$ cat src/rtl/vec_mem_seq.sv
// Vector memory sequencer: moves up to LANES elements between a packed vector image and the scalar memory bus (VLD/VST); optional signed stride under VMS_STRIDE_EN.
// Latency: start at edge 0, request in cycle 1; done in cycle N+2 (load) or N+1 (store), or cycle 1 when N=0; one more cycle per stalled request.
// Backpressure: mem_ready=0 holds Addr/RD/WR/dataOut stable and the lane index frozen; start is ignored while busy.
module vec_mem_seq #(
    parameter int LANES  = 16,
    parameter int WIDTH  = 16,
    parameter int ADDR_W = 16
) (
    input  logic                       Clk1,
    input  logic                       Reset,
    input  logic                       start,
    input  logic                       is_store,
    input  logic [ADDR_W-1:0]          base_addr,
    input  logic [ADDR_W-1:0]          stride,
    input  logic [$clog2(LANES+1)-1:0] count,
    input  logic [LANES*WIDTH-1:0]     wr_vec,
    output logic [LANES*WIDTH-1:0]     rd_vec,
    output logic                       busy,
    output logic                       done,
    output logic [ADDR_W-1:0]          Addr,
    output logic                       RD,
    output logic                       WR,
    output logic [WIDTH-1:0]           dataOut,
    input  logic [WIDTH-1:0]           DataIn,
    input  logic                       mem_ready
);

    localparam int CW = $clog2(LANES+1);
    localparam int LW = (LANES > 1) ? $clog2(LANES) : 1;
    localparam logic [CW-1:0] LANES_C = CW'(LANES);
    localparam logic [CW-1:0] ONE_C   = CW'(1);

    typedef enum logic [1:0] {S_IDLE, S_ISSUE, S_DRAIN, S_DONE} state_t;

    state_t            state_q, state_d;
    logic              store_q;
    logic [CW-1:0]     n_q;
    logic [CW-1:0]     lane_q;
    logic [ADDR_W-1:0] addr_q;
    logic [WIDTH-1:0]  wr_lanes [LANES];
    logic [WIDTH-1:0]  rd_lanes [LANES];
    logic              cap_vld_q;
    logic [LW-1:0]     cap_lane_q;

    logic [CW-1:0]     n_eff;
    logic              start_acc;
    logic              accept;
    logic              last_lane;
    logic [LW-1:0]     lane_idx;
    logic [ADDR_W-1:0] step;

    assign n_eff     = (count > LANES_C) ? LANES_C : count;
    assign start_acc = start && (state_q == S_IDLE);
    assign accept    = (state_q == S_ISSUE) && mem_ready;
    assign last_lane = ((lane_q + ONE_C) == n_q);
    assign lane_idx  = lane_q[LW-1:0];

`ifdef VMS_STRIDE_EN
    logic [ADDR_W-1:0] stride_q;

    // Latch the signed stride; the address accumulator adds it per accepted lane.
    always_ff @(posedge Clk1 or negedge Reset) begin
        if (!Reset)
            stride_q <= '0;
        else if (start_acc)
            stride_q <= stride;
    end

    assign step = stride_q;
`else
    logic unused_stride;
    assign unused_stride = ^stride;
    assign step          = ADDR_W'(1);
`endif

    // Request outputs decode straight from state, so an async reset drops them at once.
    assign busy    = (state_q != S_IDLE);
    assign done    = (state_q == S_DONE);
    assign RD      = (state_q == S_ISSUE) && !store_q;
    assign WR      = (state_q == S_ISSUE) && store_q;
    assign dataOut = WR ? wr_lanes[lane_idx] : '0;
    assign Addr    = addr_q;

    // State register.
    always_ff @(posedge Clk1 or negedge Reset) begin
        if (!Reset)
            state_q <= S_IDLE;
        else
            state_q <= state_d;
    end

    // Next-state logic: a load needs one extra DRAIN cycle to catch the last read beat.
    always_comb begin
        state_d = state_q;
        case (state_q)
            S_IDLE:  if (start) state_d = (n_eff == '0) ? S_DONE : S_ISSUE;
            S_ISSUE: if (accept && last_lane) state_d = store_q ? S_DONE : S_DRAIN;
            S_DRAIN: state_d = S_DONE;
            S_DONE:  state_d = S_IDLE;
            default: state_d = S_IDLE;
        endcase
    end

    // Command latch, lane counter and address accumulator; everything advances only on acceptance.
    always_ff @(posedge Clk1 or negedge Reset) begin
        if (!Reset) begin
            store_q    <= 1'b0;
            n_q        <= '0;
            lane_q     <= '0;
            addr_q     <= '0;
            cap_vld_q  <= 1'b0;
            cap_lane_q <= '0;
            for (int i = 0; i < LANES; i++) wr_lanes[i] <= '0;
        end else begin
            if (start_acc) begin
                store_q <= is_store;
                n_q     <= n_eff;
                lane_q  <= '0;
                addr_q  <= base_addr;
                for (int i = 0; i < LANES; i++) wr_lanes[i] <= wr_vec[i*WIDTH +: WIDTH];
            end else if (accept) begin
                lane_q <= lane_q + ONE_C;
                addr_q <= addr_q + step;
            end
            cap_vld_q  <= accept && !store_q;
            cap_lane_q <= lane_idx;
        end
    end

    // Load result image: unused lanes cleared at load start, read data lands one cycle after acceptance.
    always_ff @(posedge Clk1 or negedge Reset) begin
        if (!Reset) begin
            for (int i = 0; i < LANES; i++) rd_lanes[i] <= '0;
        end else begin
            if (start_acc && !is_store) begin
                for (int i = 0; i < LANES; i++)
                    if (i >= int'(n_eff)) rd_lanes[i] <= '0;
            end
            if (cap_vld_q)
                rd_lanes[cap_lane_q] <= DataIn;
        end
    end

    for (genvar g = 0; g < LANES; g++) begin : g_pack
        assign rd_vec[g*WIDTH +: WIDTH] = rd_lanes[g];
    end

endmodule

$ cat config.mk
export PLATFORM = sky130hd
export DESIGN_NAME = vec_mem_seq
export DESIGN_NICKNAME = d
export VERILOG_FILES = /design/src/rtl/vec_mem_seq.sv
export SDC_FILE = /design/constraint.sdc
export NUM_CORES = 1
export LEC_CHECK = 0
export CAP_MARGIN = 20
export CORE_AREA = 2 2 237 239
export CTS_CLUSTER_DIAMETER = 30
export DETAILED_ROUTE_END_ITERATION = 8
export DIE_AREA = 0 0 239 241
export GPL_TIMING_DRIVEN = 0
export PLACE_DENSITY = 0.72
export SLEW_MARGIN = 25
export SYNTH_ARGS = -nofsm -noshare
export SYNTH_HDL_FRONTEND = slang
export SYNTH_SLANG_ARGS = --single-unit
$ cat constraint.sdc
create_clock -name Clk1 -period 2.6 [get_ports Clk1]
set_input_delay 0.52 -clock Clk1 [delete_from_list [all_inputs] [get_ports Clk1]]
set_output_delay 0.52 -clock Clk1 [all_outputs]
set_load 0.02 [all_outputs]
==> results of run 1 <==
[critical path, stage by stage, from the launching register on]
cell and delay, ns:
sky130_fd_sc_hd__dfrtp_1 0.37, sky130_fd_sc_hd__buf_8 0.14, sky130_fd_sc_hd__buf_12 0.14, sky130_fd_sc_hd__buf_12 0.13, sky130_fd_sc_hd__mux4_2 0.59, sky130_fd_sc_hd__mux4_2 0.58, sky130_fd_sc_hd__and2_4 0.20, sky130_fd_sc_hd__buf_6 0.12
[report_power, final]
group	leakage, nW	internal [mW]	switching (mW)	total [mW]
clock	1.72	9.01	4.63	13.6
sequential	7.12	11.2	1.67	12.8
combinational	6.86	5.44	6.72	12.2
[cells by family (layout without fill, tap and decap cells)]
family / Yosys count / after routing / share of synthesized area (%)
DFF: 546 / 546 / 60.6
adders and majority gates: 6 / 6 / 0.333
buffers and inverters: 169 / 963 / 3.03
and+or+nand+nor: 933 / 933 / 16.3
muxes: 80 / 80 / 7.99
AOI/OAI and AO/OA: 305 / 305 / 10.9
xor gates and xnor gates: 24 / 24 / 0.932
other: 0 / 1 / 0
[repair_timing]
action | in CTS | in global routing
resized for setup | 188 | 74
hold buffers | 1 | 0
hold endpoints to repair | 81 | 0
setup endpoints to repair | 324 | 263
pin swaps | 12 | 5
gates cloned | 2 | 2
buffers inserted | 15 | 10
[cell type report]
| cell class | instances | area share (%) |
|---|---|---|
| Antenna cell | 1 | 0.00745 |
| Timing Repair Buffer | 606 | 18.6 |
| Buffer | 154 | 2.47 |
| Sequential cell | 546 | 40.7 |
| Clock buffer | 135 | 8.70 |
| Multi-Input combinational cell | 1348 | 24.8 |
| Tap cell | 704 | 2.62 |
| Clock inverter | 59 | 2.05 |
| Inverter | 9 | 0.112 |
[synth_stat cells, types with 2 or more instances]
master,n
sky130_fd_sc_hd__nand2_1,842
sky130_fd_sc_hd__dfrtp_1,546
sky130_fd_sc_hd__a22o_1,240
sky130_fd_sc_hd__clkbuf_1,119
sky130_fd_sc_hd__mux4_2,80
sky130_fd_sc_hd__o21ai_1,33
sky130_fd_sc_hd__nor2_1,26
sky130_fd_sc_hd__buf_1,23
sky130_fd_sc_hd__a21oi_1,19
sky130_fd_sc_hd__and2_1,17
sky130_fd_sc_hd__xor2_1,15
sky130_fd_sc_hd__buf_2,12
sky130_fd_sc_hd__nand3_1,10
sky130_fd_sc_hd__xnor2_1,9
sky130_fd_sc_hd__inv_1,8
sky130_fd_sc_hd__nand4_1,7
sky130_fd_sc_hd__nor3_1,7
sky130_fd_sc_hd__ha_1,6
sky130_fd_sc_hd__nand2b_1,6
sky130_fd_sc_hd__o21ai_0,5
sky130_fd_sc_hd__buf_6,4
sky130_fd_sc_hd__nor2_2,3
sky130_fd_sc_hd__or3_1,3
sky130_fd_sc_hd__nand3b_1,2
sky130_fd_sc_hd__nor4_1,2
[layer usage]
| metal | vias to the layer above | global-route usage [%] | wire length [µm] |
|---|---|---|---|
| li1 | 8471 | - | - |
| met1 | 9934 | 35.8 | 32000 |
| met2 | 1072 | 51.1 | 43500 |
| met3 | 185 | 7.27 | 7520 |
| met4 | 2 | 16.0 | 4210 |
| met5 | - | 0 | 13 |
[state kept, by name, indices dropped and copies added (netlist names)]
register    count
rd_vec        256
wr_lanes      256
Addr           16
lane_q          5
n_q             5
cap_lane_q      4
state_q         2
cap_vld_q       1
store_q         1
[metrics by stage]
step                total power, mW  utilization (%)  worst slack (ns)
floorplan                      18.8                -           0.00557
global placement               23.9             53.1            -22.13
detailed placement             24.2             53.5             -1.38
CTS                            38.5             60.8            -0.951
global route                   40.3             61.2            -0.897
finish                         38.6             61.2            -0.828
[how the worst max path moves through the flow]
stage | end | slack [ns] | cells past startpoint
2_1_floorplan | dataOut[10] | 0.006 | 6
3_3_place_gp | wr_lanes[139]$_DFFE_PN0P_ | -22.13 | 1
3_5_place_dp | dataOut[6] | -1.38 | 7
4_1_cts | dataOut[10] | -0.95 | 8
5_1_grt | dataOut[6] | -0.90 | 7
6_report | dataOut[6] | -0.83 | 7
==> impl_summary.md, run 1 <==
Finish
Leaving out fill and tap cells, the most frequent cell in the layout is sky130_fd_sc_hd__nand2_1. The final instance area is 33600 µm². Summing all flip-flop and latch instances after layout gives 13700 µm². Compared with the post-synthesis result, the final layout area differs by 49.0%. The number of nets at the end of the flow is between 3000 and 4000. The area used by multi-input combinational logic is 8340 µm².

Of the cells placed in the final design, the portion with a size suffix greater than 1 is around 15%. Leaving out fill and tap cells, the most frequent cells in the layout are 841 x sky130_fd_sc_hd__nand2_1, 550 x sky130_fd_sc_hd__clkdlybuf4s50_1, 545 x sky130_fd_sc_hd__dfrtp_1. The count of fill cells added during filler insertion is approximately 4300. The number of non-filler instances in the completed layout is between 3000 and 4000.

Power
Across the VDD grid, the largest voltage drop is 0.624 mV. The power per standard cell area is 1150 nW/µm². In this run the static leakage power is between 15 and 20 nW.

Clock network
The later-pin clock latency in the skew report is 0.64 ns. The number of clock buffers added by TritonCTS is 106. In this run the clock root is driven by a sky130_fd_sc_hd__clkbuf_16. Clock-pin slew was measured on the worst setup and hold paths at 0.04 ns. No sink is reached through more buffers than the 3 on the longest clock path. The total number of clock tree sinks is 546. The CTS H-tree depth is 3.

The clock tree from TritonCTS is yes.

Min path
The number of cells traversed by the worst hold path is 3. The startpoint identified for the worst hold timing path is count[4]. The hold path endpoint is n_q[4]$_DFFE_PN0P_. The min-delay analysis places its worst path in the category in -> reg.

Drt
The total via count after detailed routing is about 20000. The via density per instance is 5.52. Dividing the detail-routed wire length by the instance count gives about 24 µm. The total DRC errors in the routed layout is 0. Before antenna repair, the detailed router went through 5 iterations. The count of routing violations after the opening detailed-route iteration is 1646. Summed over all layers, the routed wires come to 87200 µm.

The count of nets left with antenna violations after detail routing is 0.

Yosys
Synthesis produced a netlist with a net count of 2383. The number of flops mapped to enable cells by yosys is 0. The area of the mapped netlist is 22600 µm².

The post-synthesis sequential area ratio is 60.6%. The area fraction of the dominant cell type after synthesis is 60.6%. The commonest register cell after synthesis is sky130_fd_sc_hd__dfrtp_1. In the synthesized netlist, the number of instances is 2063. In the post-synthesis netlist, the biggest area contributors are sky130_fd_sc_hd__dfrtp_1 61%, sky130_fd_sc_hd__nand2_1 14%, sky130_fd_sc_hd__a22o_1 9.3%. A synthesized cell averages between 10 and 15 µm². sky130_fd_sc_hd__dfrtp_1 takes more of the synthesized area than any other cell.

For this run, the number of Yosys warnings is 0. The number of different library cells used by synthesis comes to 44. The post-synthesis sequential element count is approximately 550.

The fraction of registers with async set or reset after synthesis is 100%.

Place
The instance area at placement is 29300 µm². Counting tap cells, the placed design contains a total of between 3000 and 4000 instances. The final weighted congestion in routability-driven placement is 0.918. Input and output buffers added on the ports amount to 571. The HPWL after detailed placement is 63900 µm.

STA
The summed negative setup slack over all endpoints is -12.45 ns. The post-layout minimum cycle time is 3.43 ns. Setup repair after global routing could not meet its margin everywhere. At the pin with the least slew margin, the transition time is 0.895 ns. The total count of max-transition violations in the final report is 0. The worst hold slack across all endpoints is 0.310 ns. The final critical path takes up 132% of the cycle.

Derived from the worst setup path, the maximum achievable clock frequency is 292 MHz. Setup violations remaining at the end of the flow were counted as 16. The worst clock skew is 0.0291 ns.

The remaining max-slew budget at the tightest pin is 40.3%. The worst setup margin is -0.828 ns. The number of endpoints with negative hold slack in the final report is 0.

Floorplanning
In this run the horizontal extent of the chip is 239 µm. The floorplan has 86 rows. The die is 241 µm tall. Pin placement for this block handled slightly above 600 I/O pins. The core area is 54900 µm². The die covers 57600 µm². The initial utilization of the core area, before any placement, comes to between 40% and 50%.

Setup path
The worst reg-to-reg setup slack is about 0.070 ns. The kind of launch point of the worst setup path is a flop. The classification of the worst setup path is reg -> out.

The launch point of the worst reg-to-reg path is cap_lane_q[1]$_DFF_PN0_. The most critical setup path has its startpoint at lane_q[0]$_DFFE_PN0P_. Along the worst path, the maximum fanout reaches 5. The worst reg-to-reg path cell count is 7. The endpoint type of the worst setup path is a primary output. For the worst setup path, the data arrival time is 2.91 ns. The endpoint of the worst register-to-register path is rd_vec[155]$_DFF_PN0_. The required time of the critical path is 2.08 ns.

Global route
The overflow left after global routing is 0. The via count of the first global-routing pass is approximately 20000. The largest net degree at the start of global routing is 91. The initial antenna violation count is 2. The first global-routing pass estimated between 100000 and 150000 µm of wire. Global routing used 30.2% of the available tracks across all layers.

Status
The checks that failed: setup timing. The run finished, with violations left.

Run
Across the run, the number of max-cap violations was 0.
Note: power is estimated with default switching activity, not from simulation.
==> run 2: changes to the inputs <==
Settings changed: CAP_MARGIN 20 to 10.
==> results of run 2 <==
Same layout as run 1: the final DEF is identical, and so are final timing and power.
